[src/rtl/pc_redirect_ctrl_pkg.sv]
// Shared types for the PC redirect controller: the PC-source select, FSM states
// and a helper that decodes an execute-stage control-flow request.
package pc_redirect_ctrl_pkg;

    typedef logic [31:0] word_t;

    typedef enum logic [1:0] {
        PC_INC = 2'd0,
        PC_BR  = 2'd1,
        PC_JI  = 2'd2,
        PC_JR  = 2'd3
    } pcsel_t;

    typedef enum logic [1:0] {
        RUN    = 2'd0,
        HOLD   = 2'd1,
        FLUSH  = 2'd2,
        HALTED = 2'd3
    } redir_state_t;

    localparam int unsigned FLUSH_CNT_W = 3;

    // PC_INC means the instruction does not redirect the PC.
    function automatic pcsel_t decode_redirect(logic jr, logic jump, logic branch, logic taken);
        if (jr) begin
            return PC_JR;
        end else if (jump) begin
            return PC_JI;
        end else if (branch && taken) begin
            return PC_BR;
        end
        return PC_INC;
    endfunction

endpackage

[src/rtl/pc_redirect_ctrl_if.sv]
// Redirect bus between the execute-stage redirect controller (master) and the PC (slave).
interface pc_redirect_ctrl_if;
    import pc_redirect_ctrl_pkg::*;

    logic [25:0] jumpi_addr;
    logic [15:0] branch_addr;
    word_t       jr_addr;
    pcsel_t      pcsel;
    logic        redirect_valid;
    logic        halt;
    logic        pc_ready;

    modport master (
        output jumpi_addr,
        output branch_addr,
        output jr_addr,
        output pcsel,
        output redirect_valid,
        output halt,
        input  pc_ready
    );

    modport slave (
        input  jumpi_addr,
        input  branch_addr,
        input  jr_addr,
        input  pcsel,
        input  redirect_valid,
        input  halt,
        output pc_ready
    );

endinterface

[src/rtl/pc_redirect_ctrl_redirect_counter.sv]
// Saturating event counter with enable and synchronous clear.
module redirect_counter #(
    parameter int unsigned CNT_W = 16
) (
    input  logic             clk_i,
    input  logic             clr_i,
    input  logic             en_i,
    output logic [CNT_W-1:0] count_o
);

    logic [CNT_W-1:0] count_q, count_d;

    always_comb begin
        count_d = count_q;
        if (en_i && (count_q != '1)) begin
            count_d = count_q + 1'b1;
        end
    end

    always_ff @(posedge clk_i) begin
        if (clr_i) begin
            count_q <= '0;
        end else begin
            count_q <= count_d;
        end
    end

    assign count_o = count_q;

endmodule

[src/rtl/pc_redirect_ctrl.sv]
// Registers execute-stage redirects toward the PC, holds them until accepted, then
// sequences the pipeline flush; HALT is latched until reset.
module pc_redirect_ctrl
    import pc_redirect_ctrl_pkg::*;
#(
    parameter int unsigned FLUSH_CYCLES = 2,
    parameter int unsigned CNT_W        = 16
) (
    input  logic                 CLK,
    input  logic                 RST,
    input  logic                 ex_valid,
    input  logic                 ex_halt,
    input  logic                 ex_jr,
    input  logic                 ex_jump,
    input  logic                 ex_branch,
    input  logic                 ex_br_taken,
    input  logic [25:0]          ex_imm26,
    input  logic [15:0]          ex_imm16,
    input  word_t                ex_jr_target,
    pc_redirect_ctrl_if.master   pc,
    output logic                 flush,
    output logic                 ex_stall,
    output logic [CNT_W-1:0]     redirect_cnt
);

    localparam logic [FLUSH_CNT_W-1:0] FlushInit = FLUSH_CNT_W'(FLUSH_CYCLES - 1);

    redir_state_t            state_q, state_d;
    logic [FLUSH_CNT_W-1:0]  flush_cnt_q, flush_cnt_d;
    pcsel_t                  pcsel_q, pcsel_d;
    logic [25:0]             jumpi_q, jumpi_d;
    logic [15:0]             branch_q, branch_d;
    word_t                   jr_q, jr_d;
    logic                    valid_q, valid_d;
    logic                    halt_q, halt_d;
    logic                    flush_q, flush_d;
    logic                    stall_q, stall_d;

    pcsel_t req_sel;
    logic   accept;

    assign req_sel = decode_redirect(ex_jr, ex_jump, ex_branch, ex_br_taken);
    assign accept  = (state_q == HOLD) && valid_q && pc.pc_ready;

    always_comb begin
        state_d     = state_q;
        flush_cnt_d = flush_cnt_q;
        pcsel_d     = pcsel_q;
        jumpi_d     = jumpi_q;
        branch_d    = branch_q;
        jr_d        = jr_q;
        valid_d     = valid_q;
        halt_d      = halt_q;
        flush_d     = flush_q;
        stall_d     = stall_q;

        unique case (state_q)
            RUN: begin
                if (ex_valid) begin
                    if (ex_halt) begin
                        state_d = HALTED;
                        halt_d  = 1'b1;
                        stall_d = 1'b1;
                    end else if (req_sel != PC_INC) begin
                        state_d = HOLD;
                        pcsel_d = req_sel;
                        valid_d = 1'b1;
                        stall_d = 1'b1;
                        // Only the field the PC will consume is refreshed.
                        unique case (req_sel)
                            PC_JR:   jr_d     = ex_jr_target;
                            PC_JI:   jumpi_d  = ex_imm26;
                            PC_BR:   branch_d = ex_imm16;
                            default: ;
                        endcase
                    end
                end
            end
            HOLD: begin
                if (accept) begin
                    state_d     = FLUSH;
                    valid_d     = 1'b0;
                    pcsel_d     = PC_INC;
                    flush_d     = 1'b1;
                    stall_d     = 1'b1;
                    flush_cnt_d = FlushInit;
                end
            end
            FLUSH: begin
                if (flush_cnt_q == '0) begin
                    state_d = RUN;
                    flush_d = 1'b0;
                    stall_d = 1'b0;
                end else begin
                    flush_cnt_d = flush_cnt_q - 1'b1;
                end
            end
            HALTED: begin
                halt_d  = 1'b1;
                valid_d = 1'b0;
                flush_d = 1'b0;
                stall_d = 1'b1;
            end
        endcase
    end

    always_ff @(posedge CLK) begin
        if (RST) begin
            state_q     <= RUN;
            flush_cnt_q <= '0;
            pcsel_q     <= PC_INC;
            jumpi_q     <= '0;
            branch_q    <= '0;
            jr_q        <= '0;
            valid_q     <= 1'b0;
            halt_q      <= 1'b0;
            flush_q     <= 1'b0;
            stall_q     <= 1'b0;
        end else begin
            state_q     <= state_d;
            flush_cnt_q <= flush_cnt_d;
            pcsel_q     <= pcsel_d;
            jumpi_q     <= jumpi_d;
            branch_q    <= branch_d;
            jr_q        <= jr_d;
            valid_q     <= valid_d;
            halt_q      <= halt_d;
            flush_q     <= flush_d;
            stall_q     <= stall_d;
        end
    end

    redirect_counter #(
        .CNT_W (CNT_W)
    ) u_redirect_counter (
        .clk_i   (CLK),
        .clr_i   (RST),
        .en_i    (accept),
        .count_o (redirect_cnt)
    );

    assign pc.jumpi_addr     = jumpi_q;
    assign pc.branch_addr    = branch_q;
    assign pc.jr_addr        = jr_q;
    assign pc.pcsel          = pcsel_q;
    assign pc.redirect_valid = valid_q;
    assign pc.halt           = halt_q;
    assign flush             = flush_q;
    assign ex_stall          = stall_q;

endmodule

[src/flat_wrapper.sv]
// flat-port wrapper written by rule: the top's interface ports become plain ports
module pc_redirect_ctrl_flat import pc_redirect_ctrl_pkg::*;
#(
    parameter int unsigned FLUSH_CYCLES = 2,
    parameter int unsigned CNT_W        = 16
)
  (CLK, RST, ex_valid, ex_halt, ex_jr, ex_jump, ex_branch, ex_br_taken, ex_imm26, ex_imm16, ex_jr_target, flush, ex_stall, redirect_cnt, pc_jumpi_addr, pc_branch_addr, pc_jr_addr, pc_pcsel, pc_redirect_valid, pc_halt, pc_pc_ready);
  pc_redirect_ctrl_if pc_i ();
  input  logic CLK;
  input  logic RST;
  input  logic ex_valid;
  input  logic ex_halt;
  input  logic ex_jr;
  input  logic ex_jump;
  input  logic ex_branch;
  input  logic ex_br_taken;
  input  logic [25:0] ex_imm26;
  input  logic [15:0] ex_imm16;
  input  word_t ex_jr_target;
  output logic flush;
  output logic ex_stall;
  output logic [CNT_W-1:0] redirect_cnt;
  output wire logic [$bits(pc_i.jumpi_addr)-1:0] pc_jumpi_addr;
  output wire logic [$bits(pc_i.branch_addr)-1:0] pc_branch_addr;
  output wire logic [$bits(pc_i.jr_addr)-1:0] pc_jr_addr;
  output wire logic [$bits(pc_i.pcsel)-1:0] pc_pcsel;
  output wire logic [$bits(pc_i.redirect_valid)-1:0] pc_redirect_valid;
  output wire logic [$bits(pc_i.halt)-1:0] pc_halt;
  input wire logic [$bits(pc_i.pc_ready)-1:0] pc_pc_ready;
  assign pc_jumpi_addr = pc_i.jumpi_addr;
  assign pc_branch_addr = pc_i.branch_addr;
  assign pc_jr_addr = pc_i.jr_addr;
  assign pc_pcsel = pc_i.pcsel;
  assign pc_redirect_valid = pc_i.redirect_valid;
  assign pc_halt = pc_i.halt;
  assign pc_i.pc_ready = pc_pc_ready;
  pc_redirect_ctrl #(.FLUSH_CYCLES(FLUSH_CYCLES), .CNT_W(CNT_W)) u_core (.CLK(CLK), .RST(RST), .ex_valid(ex_valid), .ex_halt(ex_halt), .ex_jr(ex_jr), .ex_jump(ex_jump), .ex_branch(ex_branch), .ex_br_taken(ex_br_taken), .ex_imm26(ex_imm26), .ex_imm16(ex_imm16), .ex_jr_target(ex_jr_target), .pc(pc_i), .flush(flush), .ex_stall(ex_stall), .redirect_cnt(redirect_cnt));
endmodule
[config.mk]
export PLATFORM = sky130hd
export DESIGN_NAME = pc_redirect_ctrl_flat
export DESIGN_NICKNAME = d
export VERILOG_FILES = /design/src/rtl/pc_redirect_ctrl_pkg.sv /design/src/rtl/pc_redirect_ctrl_if.sv /design/src/rtl/pc_redirect_ctrl_redirect_counter.sv /design/src/rtl/pc_redirect_ctrl.sv /design/src/flat_wrapper.sv
export SDC_FILE = /design/constraint.sdc
export NUM_CORES = 1
export LEC_CHECK = 0
export ABC_AREA = 1
export CAP_MARGIN = 10
export CORE_MARGIN = 2
export CORE_UTILIZATION = 33
export DETAILED_ROUTE_END_ITERATION = 6
export HOLD_SLACK_MARGIN = 0.15
export PLACE_DENSITY_LB_ADDON = 0.05
export SLEW_MARGIN = 20
export SYNTH_ARGS = -nofsm -noshare
export SYNTH_HDL_FRONTEND = slang
export SYNTH_SLANG_ARGS = --single-unit
[constraint.sdc]
create_clock -name CLK -period 1.5 [get_ports CLK]
set_input_delay 0.375 -clock CLK [delete_from_list [all_inputs] [get_ports CLK]]
set_output_delay 0.375 -clock CLK [all_outputs]
set_load 0.01 [all_outputs]
==> results of run 1 <==
==> power breakdown <==
| group | total (mW) | internal, mW | switching (mW) |
|---|---|---|---|
| combinational | 2.47 | 1.20 | 1.27 |
| sequential | 3.09 | 2.95 | 0.133 |
| clock | 2.52 | 1.51 | 1.01 |
==> cells by family (layout without fill, tap and decap cells) <==
logic type / count (synthesis) / in the layout
buf+inv: 53 / 268
fa+ha+maj: 7 / 7
simple gates: 291 / 291
flops: 101 / 101
compound gates: 106 / 106
xor+xnor: 6 / 6
==> worst max-delay path, stage by stage, from the launching register on <==
cell and delay, ns:
dfxtp_2 0.35, buf_4 0.14, clkdlybuf4s15_1 0.24
==> area by class of cell <==
class                      count  area (µm²)
multi-input combinational    410        2050
inverter                      29         121
fill                        1259        5590
clock buffer                  11         243
sequential                   101        2040
clock inverter                 5        83.8
tap                          172         215
timing repair buffer         223        2130
==> what timing repair did <==
action	4_1_cts	5_1_grt
resized for setup	108	71
hold buffers	0	0
setup endpoints to repair	172	97
pin swaps	1	18
hold endpoints to repair	0	0
cloned	0	1
buffers inserted	0	1
==> synth_stat cells, drive strengths merged <==
library cell / instances
ha: 7
clkbuf: 12
xor2: 4
or2: 1
nor2: 187
clkinv: 1
nand2: 75
inv: 28
nand3b: 1
buf: 12
nand3: 18
dfxtp: 101
a21oi: 22
xnor2: 2
o21ai: 84
nand4: 9
==> worst max path at each step <==
| stage | startpoint | to | slack, ns | depth (start not counted) |
|---|---|---|---|---|
| after floorplan | u_core.u_redirect_counter.count_o[1] | u_core.u_redirect_counter.count_o[11] | 0.02 | 9 |
| after global placement | ex_valid | u_core.pc.jr_addr[23] | -0.35 | 7 |
| after detailed placement | ex_valid | u_core.pc.jr_addr[14] | -0.40 | 7 |
| after CTS | u_core.state_q[0] | u_core.state_q[0] | 0.001 | 10 |
| after global routing | u_core.state_q[0] | u_core.pc.jumpi_addr[2] | -0.04 | 8 |
| final | u_core.u_redirect_counter.count_o[0] | redirect_cnt[0] | 0.05 | 2 |
==> layout by cell type (no fill, tap or decap), drive strengths merged <==
cell type and instances:
nor2 187, dfxtp 101, dlygate4sd2 94, o21ai 84, clkdlybuf4s50 82, nand2 75, buf 44, inv 29
a21oi 22, nand3 18, clkbuf 12, nand4 9, ha 7, xor2 4, xnor2 2, clkinvlp 2
bufinv 2, clkdlybuf4s15 2, or2 1, nand3b 1, clkinv 1
==> routing by layer <==
metal / track usage / wire, µm / vias up
met5: 0 / 0 / -
met1: 0.218 / 5380 / 1885
li1: - / - / 2240
met2: 0.282 / 5620 / 111
met3: 0.0467 / 784 / 5
met4: 0.0476 / 76 / 0
==> per-stage QoR <==
step	setup WS [ns]	util	hold slack [ns]	instance area (µm²)	cells
CTS	0.00130	0.534	0.471	6660	949
global placement	-0.354	0.516	0.459	6430	933
finish	0.0501	0.552	0.464	6880	951
detailed placement	-0.405	0.516	0.456	6430	933
floorplan	0.0182	-	0.459	4160	564
global route	-0.0386	0.552	0.490	6880	951
==> flip-flops by register name, indices dropped and copies added, names as in the netlist <==
register	flops
u_core.flush_cnt_q	3
u_core.pc.branch_addr	16
u_core.ex_stall	1
u_core.u_redirect_counter.count_o	16
u_core.pc.halt	1
u_core.pc.redirect_valid	1
u_core.pc.jumpi_addr	26
u_core.pc.pcsel	2
u_core.flush	1
u_core.pc.jr_addr	32
u_core.state_q	2
==> summary.md, run 1 <==
| Metric | Value |
|---|---|
| Nature of the critical path endpoint | `output pin` |
| Nets in the synthesized netlist | `654` |
| Mapped Area | `0.00416 mm²` |
| DR vias | `4241` |
| Total GRT Usage | `0.170` |
| CTS tree | `done` |
| Core Region | `0.0125 mm²` |
| Remaining antenna violation count | `0` |
| Complex-gate fraction of the synthesized area | `0.130` |
| CTS Root Cell | `clkbuf_16` |
| # port buffers | `178` |
| Setup violations, final | `0` |
| Crit-path max FO | `6` |
| Worst r2r src | `u_core.state_q[0]` |
| Largest family of logic cells by synthesized area | `simple AND/OR/NAND/NOR gates` |
| Status | `completed` |
| Slew Limit Fails | `0` |
| Reg-to-Reg End | `u_core.pc.jumpi_addr[5]` |
| Tmin final | `1.45 ns` |
| Rows | `41` |
| Largest net degree at the start of global routing | `47` |
| Area grow syn2layout | `65.3%` |
| Clk buf depth | `2` |
| H-tree depth | `3` |
| Post-synth top area cell | `dfxtp_1` |
| Simple-Gate Fraction of Synth Area | `0.292` |
| R2r worst-path depth | `8` |
| Multiplexer share of the synthesized area | `0` |
| First-pass GRT wire length | `18.2 mm` |
| Setup Crit Path Kind | `flop to output pin` |
| Cell count after synthesis | `564` |
| Clk_lat worst skew | `0.34 ns` |
| Peak supply drop | `0.000708 V` |
| Die Ht | `116 µm` |
| Flops & latches, synth | `101` |
| Layout net count | `864` |
| Fin. Hold Viols | `0` |
| Initial antenna violation count | `0` |
| Min-Delay Path Class | `flop to flop` |
| Yosys warns | `0` |
| Hold depth | `2` |
| Average wire per standard cell | `12.5 µm` |
| Vias in the first global route | `3889` |
| PwrDens | `1170 mW/mm²` |
| Ranking of synthesized cells by area | `dfxtp_1 49%, nor2_1 16%, nand2_1 6.5%` |
| Final clock skew | `0.00474 ns` |
| Share of the synthesized area in the top cell type | `0.486` |
| Starting DRT DRC Count | `204` |
| Tightest Pin Transition | `0.236 ns` |
| Adder-cell share of the synthesized area | `0.0210` |
| Fmax | `0.690 GHz` |
| DRC violations left | `0` |
| Routed WL | `11.9 mm` |
| Slew HR | `0.843` |
| Sequential area share after synthesis | `0.486` |
| Design Power | `8.07 mW` |
| Hold endpoint | `u_core.pc.jumpi_addr[23]` |
| Setup TNS Final | `0 ns` |
| Post-Synth XOR/XNOR Area | `0.0126` |
| Final HPWL DP | `8.57 mm` |
| Post-synthesis cell type count | `26` |
| Die area | `0.0135 mm²` |
| Leak Pwr | `3.10 nW` |
| Reg2reg setup slack | `0.06 ns` |
| Avg Synthesized Cell Area | `7.38 µm²` |
| Initial core utilization | `0.334` |
| GP Congestion | `0.819` |
| Crit share post-route | `0.967` |
| Num CTS Buffers | `9` |
| Total congestion overflow | `0` |
| Worst-path clk slew | `0.07 ns` |
| Arrival @ worst endpoint | `1.07 ns` |
| Die Span X | `116 µm` |
| Hold path startpoint | `u_core.pc.jumpi_addr[23]` |
| CTS sink count | `101` |
| CP startpoint kind | `flop` |
| TritonRoute pass-1 iters | `4` |
| Vias/cell | `4.46` |
| I/O pin total | `179` |
| Maxcap violations | `0` |
| Share of cells above drive strength 1 | `0.163` |
| Antenna cell count | `0` |
| CP required | `1.12 ns` |
| Unrepaired setup endpoints after global routing | `true` |
Note: power is estimated with default switching activity, not from simulation.
==> run 2: changes to the inputs <==
==> constraint.sdc (replaced) <==
create_clock -name CLK -period 1.5 [get_ports CLK]
set_input_delay 0.375 -clock CLK [delete_from_list [all_inputs] [get_ports CLK]]
set_output_delay 0.375 -clock CLK [all_outputs]
set_load 0.02 [all_outputs]
==> summary.md, run 2 (synthesized netlist as in run 1, its figures left out) <==
| Metric | Value |
|---|---|
| Setup Crit Path Kind | `input port to flop` |
| Vias in the first global route | `3959` |
| Share of cells above drive strength 1 | `0.171` |
| Die Ht | `116 µm` |
| Starting DRT DRC Count | `162` |
| Max FFs per register | `32` |
| Hold_buf cts | `0` |
| Post-place instance area | `0.00639 mm²` |
| I/O pin total | `179` |
| DR vias | `4325` |
| Arrival @ worst endpoint | `1.71 ns` |
| GP Congestion | `0.779` |
| Initial core utilization | `0.334` |
| Antenna cell count | `0` |
| Net switching power | `2.56 mW` |
| DRC violations left | `0` |
| Total congestion overflow | `0` |
| DP Worst Slack | `-0.397 ns` |
| Initial antenna violation count | `0` |
| Worst r2r src | `u_core.state_q[0]` |
| CTS tree | `done` |
| Clk buf depth | `2` |
| Fin. Hold Viols | `0` |
| Clk_lat worst skew | `0.34 ns` |
| Tightest Pin Transition | `0.260 ns` |
| Remaining antenna violation count | `0` |
| Layout net count | `867` |
| Final instance area | `0.00689 mm²` |
| Area grow syn2layout | `65.4%` |
| Status | `completed` |
| Total GRT Usage | `0.174` |
| Die area | `0.0135 mm²` |
| Vias/cell | `4.53` |
| Reg2reg setup slack | `0.06 ns` |
| Worst-path cell chain | `clkdlybuf4s50_1, inv_2, nand2_4, nor2_8, nand3_4, clkbuf_16, o21ai_2, nor2_1` |
| CTS Root Cell | `clkbuf_16` |
| Crit share post-route | `0.981` |
| Num CTS Buffers | `9` |
| Worst-path clk slew | `0.07 ns` |
| Unrepaired setup endpoints after global routing | `true` |
| R2r worst-path depth | `8` |
| Min-Delay Path Class | `input port to flop` |
| Slew Limit Fails | `0` |
| Final clock skew | `0.00834 ns` |
| H-tree depth | `3` |
| CP startpoint | `ex_halt` |
| Leak Pwr | `3.07 nW` |
| Max incr delay on CP | `0.44 ns` |
| Average wire per standard cell | `12.9 µm` |
| CP startpoint kind | `input port` |
| Clk network pwr share | `0.287` |
| Design Power | `8.00 mW` |
| Final HPWL DP | `8.76 mm` |
| # port buffers | `178` |
| Rows | `41` |
| Sw frac | `0.320` |
| Peak supply drop | `0.000747 V` |
| Fill cell count | `1219` |
| Sequential share of power | `0.388` |
| Routed WL | `12.3 mm` |
| Logic gate share of total power | `0.324` |
| TritonRoute pass-1 iters | `4` |
| Critical Path End | `u_core.pc.branch_addr[14]` |
| Slew HR | `0.827` |
| Most frequent cells in the layout | `178 x nor2_1, 92 x dfxtp_1, 89 x dlygate4sd2_1, 79 x clkdlybuf4s50_1, 67 x nand2_1` |
| Maxcap violations | `0` |
| Slowest stage cell on the critical path | `clkdlybuf4s50_1` |
| Core Region | `0.0125 mm²` |
| Cell Int Power | `5.44 mW` |
| PwrDens | `1160 mW/mm²` |
| Nature of the critical path endpoint | `flop` |
| Fmax | `0.680 GHz` |
| Tmin final | `1.47 ns` |
| Setup violations, final | `0` |
| Crit-path max FO | `6` |
| Reg-to-Reg End | `u_core.pc.branch_addr[14]` |
| First-pass GRT wire length | `18.6 mm` |
| Largest net degree at the start of global routing | `43` |
| Commonest non-fill, non-tap cell in the layout | `nor2_1` |
| Die Span X | `116 µm` |
| CTS sink count | `101` |
| CP required | `1.74 ns` |
| Final worst setup slack | `0.0288 ns` |
==> run 2: cell types whose count changed in the layout (fill, tap and decap cells not counted), moves of 4 or more <==
cell and delta:
clkbuf_2 +4, dfxtp_1 +5, dfxtp_2 -4, dlygate4sd2_1 -5, o21ai_1 -12, o21ai_2 +5
o21ai_0 +5
==> run 2: final cells by class <==
cell class	count	area (µm²)	area share
timing repair buffer	226	2140	0.311
multi-input combinational	410	2070	0.301
sequential	101	2040	0.296
clock buffer	14	284	0.0413
tap	172	215	0.0313
inverter	29	126	0.0184
clock inverter	2	15.0	0.00218
==> run 2: how the worst min path moves through the flow <==
stage / startpoint / end / cells past startpoint
floorplan: u_core.flush_cnt_q[1] / u_core.flush_cnt_q[1] / 2
global placement: u_core.pc.pcsel[1] / u_core.pc.pcsel[1] / 2
detailed placement: u_core.ex_stall / u_core.ex_stall / 2
CTS: u_core.ex_stall / u_core.ex_stall / 2
global route: ex_valid / u_core.pc.halt / 3
finish: ex_valid / u_core.pc.halt / 3
==> run 2: routing by layer <==
metal | vias to the layer above | share of wire | routed length (µm) | GRT usage
met1 | 1963 | 0.46 | 5620 | 0.223
li1 | 2238 | - | - | -
met4 | 0 | 0.018 | 217 | 0.0722
met2 | 109 | 0.47 | 5770 | 0.286
met3 | 15 | 0.056 | 685 | 0.0368
met5 | - | 0 | 0 | 0
==> run 2: what timing repair did <==
action	in CTS	in global routing
buffers inserted	1	3
cloned	0	3
pin swaps	2	20
resized for setup	111	77
setup endpoints to repair	157	106
==> run 2: per-stage QoR <==
step | util | cells | hold WS (ns) | setup TNS, ns
final | 0.552 | 954 | 0.399 | 0
after floorplan | - | 564 | 0.459 | 0
after global placement | 0.512 | 931 | 0.453 | -26.18
after CTS | 0.531 | 948 | 0.462 | -0.000322
after global routing | 0.552 | 954 | 0.421 | -0.371
after detailed placement | 0.512 | 931 | 0.456 | -29.06
==> run 2: power groups by stage <==
stage               sequential (mW)  clock (mW)  combinational [mW]
floorplan                      3.39           0                1.11
finish                         3.11        2.30                2.59
global route                   3.14        2.48                2.89
CTS                            3.08        2.38                2.41
global placement               3.14           0                2.44
detailed placement             3.14           0                2.47
==> run 2: worst max-delay path, delay by kind of cell <==
family | cells | cell delay (ns)
AO/OA/AOI/OAI | 1 | 0.11
buffers and inverters | 3 | 0.76
AND/OR/NAND/NOR | 4 | 0.45
